[config.mk]
export PLATFORM = sky130hd
export DESIGN_NAME = pe_tile_streamer
export DESIGN_NICKNAME = d
export VERILOG_FILES = /design/src/rtl/nmcu_pkg.sv /design/src/rtl/pe_result_buffer.sv /design/src/rtl/pe_tile_streamer.sv
export SDC_FILE = /design/constraint.sdc
export NUM_CORES = 1
export LEC_CHECK = 0
export BUFFER_PORTS_ARGS = -buffer_cell sky130_fd_sc_hd__buf_2
export CAP_MARGIN = 10
export CELL_PAD_IN_SITES_DETAIL_PLACEMENT = 1
export CELL_PAD_IN_SITES_GLOBAL_PLACEMENT = 1
export CORE_AREA = 4 4 312 314
export DETAILED_ROUTE_END_ITERATION = 12
export DIE_AREA = 0 0 316 318
export PLACE_DENSITY = 0.68
export SLEW_MARGIN = 20
export SYNTH_ARGS = -nofsm -noshare
export SYNTH_HDL_FRONTEND = slang
export SYNTH_SLANG_ARGS = --single-unit
[constraint.sdc]
create_clock -name clk -period 3.9 [get_ports clk]
set_input_delay 0.195 -clock clk [delete_from_list [all_inputs] [get_ports clk]]
set_output_delay 0.195 -clock clk [all_outputs]
set_load 0.02 [all_outputs]
[src/rtl/nmcu_pkg.sv]
// Shared types and constants for the NMCU compute-unit slice.
package nmcu_pkg;

  typedef enum logic [1:0] {
    ST_IDLE   = 2'd0,
    ST_STREAM = 2'd1,
    ST_DRAIN  = 2'd2,
    ST_UNLOAD = 2'd3
  } pe_stream_state_e;

  localparam int PE_STREAM_K_WIDTH = 16;

endpackage

[src/rtl/pe_result_buffer.sv]
// Psum tile capture registers with a row-select mux for the unload phase.
module pe_result_buffer
  import nmcu_pkg::*;
#(
  parameter int PSUM_WIDTH = 32,
  parameter int PE_ROWS    = 4,
  parameter int PE_COLS    = 4
) (
  input  logic                                  clk,
  input  logic                                  rst_n,
  input  logic                                  capture_en,
  input  logic [PSUM_WIDTH*PE_ROWS*PE_COLS-1:0] pe_result,
  input  logic [$clog2(PE_ROWS)-1:0]            idx,
  output logic [PSUM_WIDTH*PE_COLS-1:0]         row
);

  localparam int ROW_W = PSUM_WIDTH * PE_COLS;

  logic [ROW_W-1:0] rows_r [PE_ROWS];

  // Capture the whole tile in one cycle; rows stay frozen until the next capture.
  always_ff @(posedge clk or negedge rst_n) begin
    if (!rst_n) begin
      for (int r = 0; r < PE_ROWS; r++) begin
        rows_r[r] <= '0;
      end
    end else if (capture_en) begin
      for (int r = 0; r < PE_ROWS; r++) begin
        rows_r[r] <= pe_result[r*ROW_W +: ROW_W];
      end
    end
  end

  assign row = rows_r[idx];

endmodule

[src/rtl/pe_tile_streamer.sv]
// CU-side tile initiator: streams K operand beats into the PE array, waits for K done
// pulses, then unloads the captured psum tile row by row. Optional watchdog: PE_STREAMER_TIMEOUT_EN.
module pe_tile_streamer
  import nmcu_pkg::*;
#(
  parameter int DATA_WIDTH     = 8,
  parameter int PSUM_WIDTH     = 32,
  parameter int PE_ROWS        = 4,
  parameter int PE_COLS        = 4,
  parameter int K_WIDTH        = PE_STREAM_K_WIDTH,
  parameter int TIMEOUT_CYCLES = 64
) (
  input  logic                                  clk,
  input  logic                                  rst_n,
  input  logic                                  cmd_valid_i,
  output logic                                  cmd_ready_o,
  input  logic [K_WIDTH-1:0]                    cmd_k_i,
  input  logic                                  cmd_accum_i,
  input  logic                                  opnd_valid_i,
  output logic                                  opnd_ready_o,
  input  logic [DATA_WIDTH*PE_ROWS-1:0]         opnd_a_i,
  input  logic [DATA_WIDTH*PE_COLS-1:0]         opnd_b_i,
  output logic                                  pe_cmd_valid_o,
  input  logic                                  pe_cmd_ready_i,
  output logic [PE_ROWS-1:0]                    pe_accum_en_o,
  output logic [DATA_WIDTH*PE_ROWS-1:0]         pe_operand_a_o,
  output logic [DATA_WIDTH*PE_COLS-1:0]         pe_operand_b_o,
  input  logic                                  pe_done_i,
  input  logic [PSUM_WIDTH*PE_ROWS*PE_COLS-1:0] pe_result_i,
  output logic                                  res_valid_o,
  input  logic                                  res_ready_i,
  output logic [PSUM_WIDTH*PE_COLS-1:0]         res_row_o,
  output logic [$clog2(PE_ROWS)-1:0]            res_idx_o,
  output logic                                  res_last_o,
  output logic                                  busy_o,
  output logic                                  timeout_err_o
);

  localparam int IDX_W = $clog2(PE_ROWS);

  pe_stream_state_e   state_r;
  logic [K_WIDTH-1:0] k_r;
  logic               accum_r;
  logic [K_WIDTH-1:0] beat_cnt_r;
  logic [K_WIDTH-1:0] done_cnt_r;
  logic [IDX_W-1:0]   idx_r;

  logic cmd_fire_s;
  logic beat_fire_s;
  logic last_beat_s;
  logic done_beat_s;
  logic capture_s;
  logic res_fire_s;

  assign cmd_ready_o    = (state_r == ST_IDLE);
  assign busy_o         = (state_r != ST_IDLE);
  assign opnd_ready_o   = (state_r == ST_STREAM) & pe_cmd_ready_i;
  assign pe_cmd_valid_o = (state_r == ST_STREAM) & opnd_valid_i;
  assign pe_operand_a_o = opnd_a_i;
  assign pe_operand_b_o = opnd_b_i;
  assign res_valid_o    = (state_r == ST_UNLOAD);
  assign res_idx_o      = idx_r;
  assign res_last_o     = res_valid_o & (idx_r == IDX_W'(PE_ROWS - 1));

  assign cmd_fire_s  = cmd_valid_i & cmd_ready_o;
  assign beat_fire_s = pe_cmd_valid_o & pe_cmd_ready_i;
  assign last_beat_s = ((beat_cnt_r + K_WIDTH'(1)) == k_r);
  assign done_beat_s = pe_done_i & ((state_r == ST_STREAM) | (state_r == ST_DRAIN));
  assign capture_s   = done_beat_s & ((done_cnt_r + K_WIDTH'(1)) == k_r);
  assign res_fire_s  = res_valid_o & res_ready_i;

  // First beat of a tile honours the command's accumulate flag; later beats always accumulate.
  always_comb begin
    pe_accum_en_o = {PE_ROWS{1'b0}};
    if (state_r == ST_STREAM) begin
      if (beat_cnt_r == K_WIDTH'(0)) begin
        pe_accum_en_o = {PE_ROWS{accum_r}};
      end else begin
        pe_accum_en_o = {PE_ROWS{1'b1}};
      end
    end else begin
      pe_accum_en_o = {PE_ROWS{1'b0}};
    end
  end

`ifdef PE_STREAMER_TIMEOUT_EN
  localparam int WD_W = $clog2(TIMEOUT_CYCLES + 1);
  logic [WD_W-1:0] wd_cnt_r;
  logic            timeout_err_r;
  assign timeout_err_o = timeout_err_r;
`else
  assign timeout_err_o = 1'b0;
`endif

  // Tile sequencer: command latch, beat/done counting, unload row index.
  always_ff @(posedge clk or negedge rst_n) begin
    if (!rst_n) begin
      state_r    <= ST_IDLE;
      k_r        <= '0;
      accum_r    <= 1'b0;
      beat_cnt_r <= '0;
      done_cnt_r <= '0;
      idx_r      <= '0;
`ifdef PE_STREAMER_TIMEOUT_EN
      wd_cnt_r      <= '0;
      timeout_err_r <= 1'b0;
`endif
    end else begin
      case (state_r)
        ST_IDLE: begin
          if (cmd_fire_s) begin
            k_r        <= cmd_k_i;
            accum_r    <= cmd_accum_i;
            beat_cnt_r <= '0;
            done_cnt_r <= '0;
            idx_r      <= '0;
`ifdef PE_STREAMER_TIMEOUT_EN
            wd_cnt_r      <= '0;
            timeout_err_r <= 1'b0;
`endif
            if (cmd_k_i != K_WIDTH'(0)) begin
              state_r <= ST_STREAM;
            end
          end
        end
        ST_STREAM: begin
          if (beat_fire_s) begin
            beat_cnt_r <= beat_cnt_r + K_WIDTH'(1);
          end
          if (done_beat_s) begin
            done_cnt_r <= done_cnt_r + K_WIDTH'(1);
          end
          if (capture_s) begin
            state_r <= ST_UNLOAD;
          end else if (beat_fire_s && last_beat_s) begin
            state_r <= ST_DRAIN;
          end
        end
        ST_DRAIN: begin
          if (done_beat_s) begin
            done_cnt_r <= done_cnt_r + K_WIDTH'(1);
          end
          if (capture_s) begin
            state_r <= ST_UNLOAD;
          end
`ifdef PE_STREAMER_TIMEOUT_EN
          else if (wd_cnt_r == WD_W'(TIMEOUT_CYCLES - 1)) begin
            timeout_err_r <= 1'b1;
            state_r       <= ST_IDLE;
          end else begin
            wd_cnt_r <= wd_cnt_r + WD_W'(1);
          end
`endif
        end
        ST_UNLOAD: begin
          if (res_fire_s) begin
            idx_r <= idx_r + IDX_W'(1);
            if (res_last_o) begin
              idx_r   <= '0;
              state_r <= ST_IDLE;
            end
          end
        end
        default: begin
          state_r <= ST_IDLE;
        end
      endcase
    end
  end

  pe_result_buffer #(
    .PSUM_WIDTH (PSUM_WIDTH),
    .PE_ROWS    (PE_ROWS),
    .PE_COLS    (PE_COLS)
  ) u_result_buffer (
    .clk        (clk),
    .rst_n      (rst_n),
    .capture_en (capture_s),
    .pe_result  (pe_result_i),
    .idx        (idx_r),
    .row        (res_row_o)
  );

endmodule

==> results.py <==
metrics = {
    "clock_network": {
        "insertion_delay_ns": 0.61,
        "ctsRootBufferMaster": "clkbuf_16",
        "clk_pin_slew_ns": 0.07,
        "h-tree-depth": 3,
        "tritoncts": "done",
        "postCtsSetupBuffers": 0,
        "cts_made_buffers": 68,
        "cts_sinks": 565,
        "cts_buffer_depth": 3,
        "cts_resized": 0,
    },
    "detailed_routing": {
        "drc": 0,
        "routed_wl_um": 101000,
        "wl_per_cell_um": 23.9,
        "drtIter0Drc": 1057,
        "dr.pass1.iters": 5,
        "vias_per_cell": 4.79,
        "ant_nets": 0,
        "num_vias": 20100,
    },
    "global_route": {
        "grt.total_usage": 0.193,
        "antenna_found_initial": 27,
        "grt_pass1_vias": 23900,
        "grt_overflow": 0,
        "grt_pass1_wl_um": 149000,
        "grt_max_degree": 108,
    },
    "floorplanning": {
        "die_h_um": 318,
        "std_cell_rows": 113,
        "dieArea_um2": 100000,
        "die_w_um": 316,
        "core_um2": 94600,
        "initial_core_util": 0.276,
        "ioPinCount": 805,
    },
    "finish": {
        "drive_gt1_frac": 0.348,
        "syn_to_final_growth_pct": 46.5,
        "design_area_um2": 38200,
        "fin_util": 0.404,
        "nets": 3471,
    },
    "sta": {
        "max_freq_mhz": 277,
        "worst_pin_slew_ns": 1.04,
        "maxSlewViolCount": 0,
        "timing_hold_violations_final": 0,
        "relSlewSlack": 0.295,
        "setup_ws_ns": 0.291,
        "setup_viol": 0,
        "finalCriticalPeriod_ns": 3.61,
        "skew_ns": 0.0339,
        "tns_ns": 0,
        "min_period_over_period": 0.926,
        "rsz0062_at_grt": "false",
        "whs_ns": 0.104,
    },
    "synth": {
        "netlist_instances": 1720,
        "seq_area_frac_synth": 0.542,
        "netlist_area_um2": 26100,
        "synth_mux_area_frac": 0.340,
        "ys.warnings.count": 0,
        "syn_area_per_cell_um2": 15.2,
        "async_reset_ff_frac": 1.00,
        "synth-edff-count": 0,
        "yosysUniqueCellTypes": 54,
        "ys_ff_latch": 565,
        "syn-num-nets": 2328,
        "synthFlopType": "dfrtp_1",
        "synth.largest_area_cell": "dfrtp_1",
        "synthAdderAreaFrac": 0.00384,
        "synth_top_family_by_area": "multiplexers",
        "synth_compound_gate_area_share": 0.0242,
        "synth-simple-area-share": 0.0321,
        "synth.top_cell.area_share": 0.542,
        "yosys.area_share.xor_xnor": 0.0144,
        "synthTopCellsByArea": "dfrtp_1, mux2_1, mux4_2",
    },
    "critical_path": {
        "start_kind": "register",
        "r2r-start": "done_cnt_r[0]$_DFFE_PN0P_",
        "cp-startpoint": "done_cnt_r[0]$_DFFE_PN0P_",
        "crit_chain": "ha_1, nand3_1, buf_4, or3_1, o31ai_1, o21ai_0, nor4_4, buf_12, buf_4, mux2_1",
        "cp_max_fo": 37,
        "cpLargestDelayFamily": "simple AND/OR/NAND/NOR gates",
        "cp.depth": 10,
        "max_stage_delay_ns": 0.43,
        "cp.arrival_ns": 4.08,
        "critical_path_required_ns": 4.37,
        "path_class": "reg -> reg",
        "crit_slowest_cell": "dfrtp_1",
        "r2r_cells": 10,
        "crit_buf_inv": 3,
        "endpoint_kind": "register",
        "cp_common_cell": "buf_4",
    },
    "placed_design": {
        "gp_congestion": 0.861,
        "portBuffers": 675,
        "dpl.hpwl_um": 61100,
        "pre_cts_ws_ns": 0.394,
        "dpl_cell_area_um2": 30500,
    },
    "pwr": {
        "ir_worst_vdd_mv": 0.336,
        "power_density_nw_per_um2": 421,
        "power_leakage_uw": 0.0192,
    },
    "min_path": {
        "hold_class": "in -> reg",
        "holdPathStages": 2,
        "hold_start": "pe_result_i[122]",
    },
    "run": {
        "maxCapViolCount": 0,
    },
    "status": {
        "status": "finished clean",
    },
}
logic make-up after synthesis:
logic type,count (synthesis)
AO/OA/AOI/OAI,100
XOR/XNOR,43
adder cells (fa/ha/maj),8
buffers and inverters,188
flip-flops,565
multiplexers,660
other,1
AND/OR/NAND/NOR,155
worst paths after layout:
kind / end / slack [ns]
max in group asynchronous: u_result_buffer.rows_r[281]$_DFFE_PN0P_ / 2.43
min in group asynchronous: u_result_buffer.rows_r[360]$_DFFE_PN0P_ / 0.24
setup reg to reg: u_result_buffer.rows_r[129]$_DFFE_PN0P_ / 0.29
hold reg to reg: u_result_buffer.rows_r[203]$_DFFE_PN0P_ / 0.48
setup / recovery: u_result_buffer.rows_r[129]$_DFFE_PN0P_ / 0.29
hold / removal: u_result_buffer.rows_r[506]$_DFFE_PN0P_ / 0.10
sequential cells by signal, indices dropped and copies added (netlist names):
| signal | cells |
|---|---|
| state_r | 2 |
| accum_r | 1 |
| done_cnt_r | 16 |
| k_r | 16 |
| u_result_buffer.rows_r | 512 |
| res_idx_o | 2 |
| beat_cnt_r | 16 |
power by group:
group	leakage, uW	total [uW]	switching [uW]	internal, uW
clock	0.00115	6680	2650	4030
combinational	0.0102	3070	1590	1470
sequential	0.00785	6360	316	6050
total	0.0192	16100	4560	11600
timing repair:
item	4_1_cts	5_1_grt
hold buffers	533	0
endpoints found under the hold margin	612	0
setup endpoints to repair	0	0
synthesized netlist by cell type, drive strengths merged (2+ instances only):
master and count:
a211o 2, a21oi 7, a22o 4, a31oi 7, a41oi 2, and2 8, and3 3, buf 141
clkbuf 37, dfrtp 565, ha 8, inv 10, mux2 531, mux4 128, nand2 32, nand2b 5
nand3 19, nand3b 2, nand4 13, nor2 23, nor2b 5, nor3 10, nor3b 2, nor4 14
nor4b 2, o211ai 6, o21ai 46, o311ai 2, o31ai 14, o41ai 3, or2 3, or3 8
or4 2, xnor2 30, xor2 13
worst reg2reg max path, delay by kind of cell, from the launching register on:
family,cells,cell delay [ns]
AOI/OAI and AO/OA,2,0.55
and+or+nand+nor,3,0.87
DFF,1,0.43
adders and majority gates,1,0.32
buffers and inverters,3,0.89
muxes,1,0.43
metrics by stage:
step	std cells	power [uW]
2_1_floorplan	1720	8070
3_3_place_gp	3525	8990
3_5_place_dp	3525	9080
4_1_cts	4177	16200
5_1_grt	4199	16800
6_report	4200	16100
layer usage:
| layer | up-vias | global-route usage | wire [um] | part of all wire |
|---|---|---|---|---|
| li1 | 8612 | - | - | - |
| met1 | 10400 | 0.210 | 36900 | 0.37 |
| met2 | 787 | 0.346 | 52600 | 0.52 |
| met3 | 277 | 0.0507 | 6200 | 0.062 |
| met4 | 8 | 0.0961 | 4710 | 0.047 |
| met5 | - | 0.00484 | 99 | 0.00098 |
cell type report:
class                   instances  area, um2
repair buffers               1251       9270
well taps                    1265       1580
clock inverters                23        287
diodes                         23       57.6
multi-input cells             967      10800
flip-flops and latches        565      14100
fillers                      9893      56400
inverters                      10       37.5
clock buffers                  96       2030
layout by cell type, fill, tap and decap left out, types with 14 or more instances in the layout:
cell	Yosys	routed
buf_2	14	674
dfrtp_1	565	563
dlygate4sd3_1	0	533
mux2_1	480	480
mux4_2	128	128
clkbuf_16	0	71
mux2_2	51	51
o21ai_0	45	45
nand2_1	32	32
xnor2_1	30	30
buf_4	111	25
diode_2	0	23
nor2_1	23	23
nand3_1	19	19
buf_12	0	18
clkbuf_8	0	16
o31ai_1	14	14
Power figures use the tool's default switching activity.
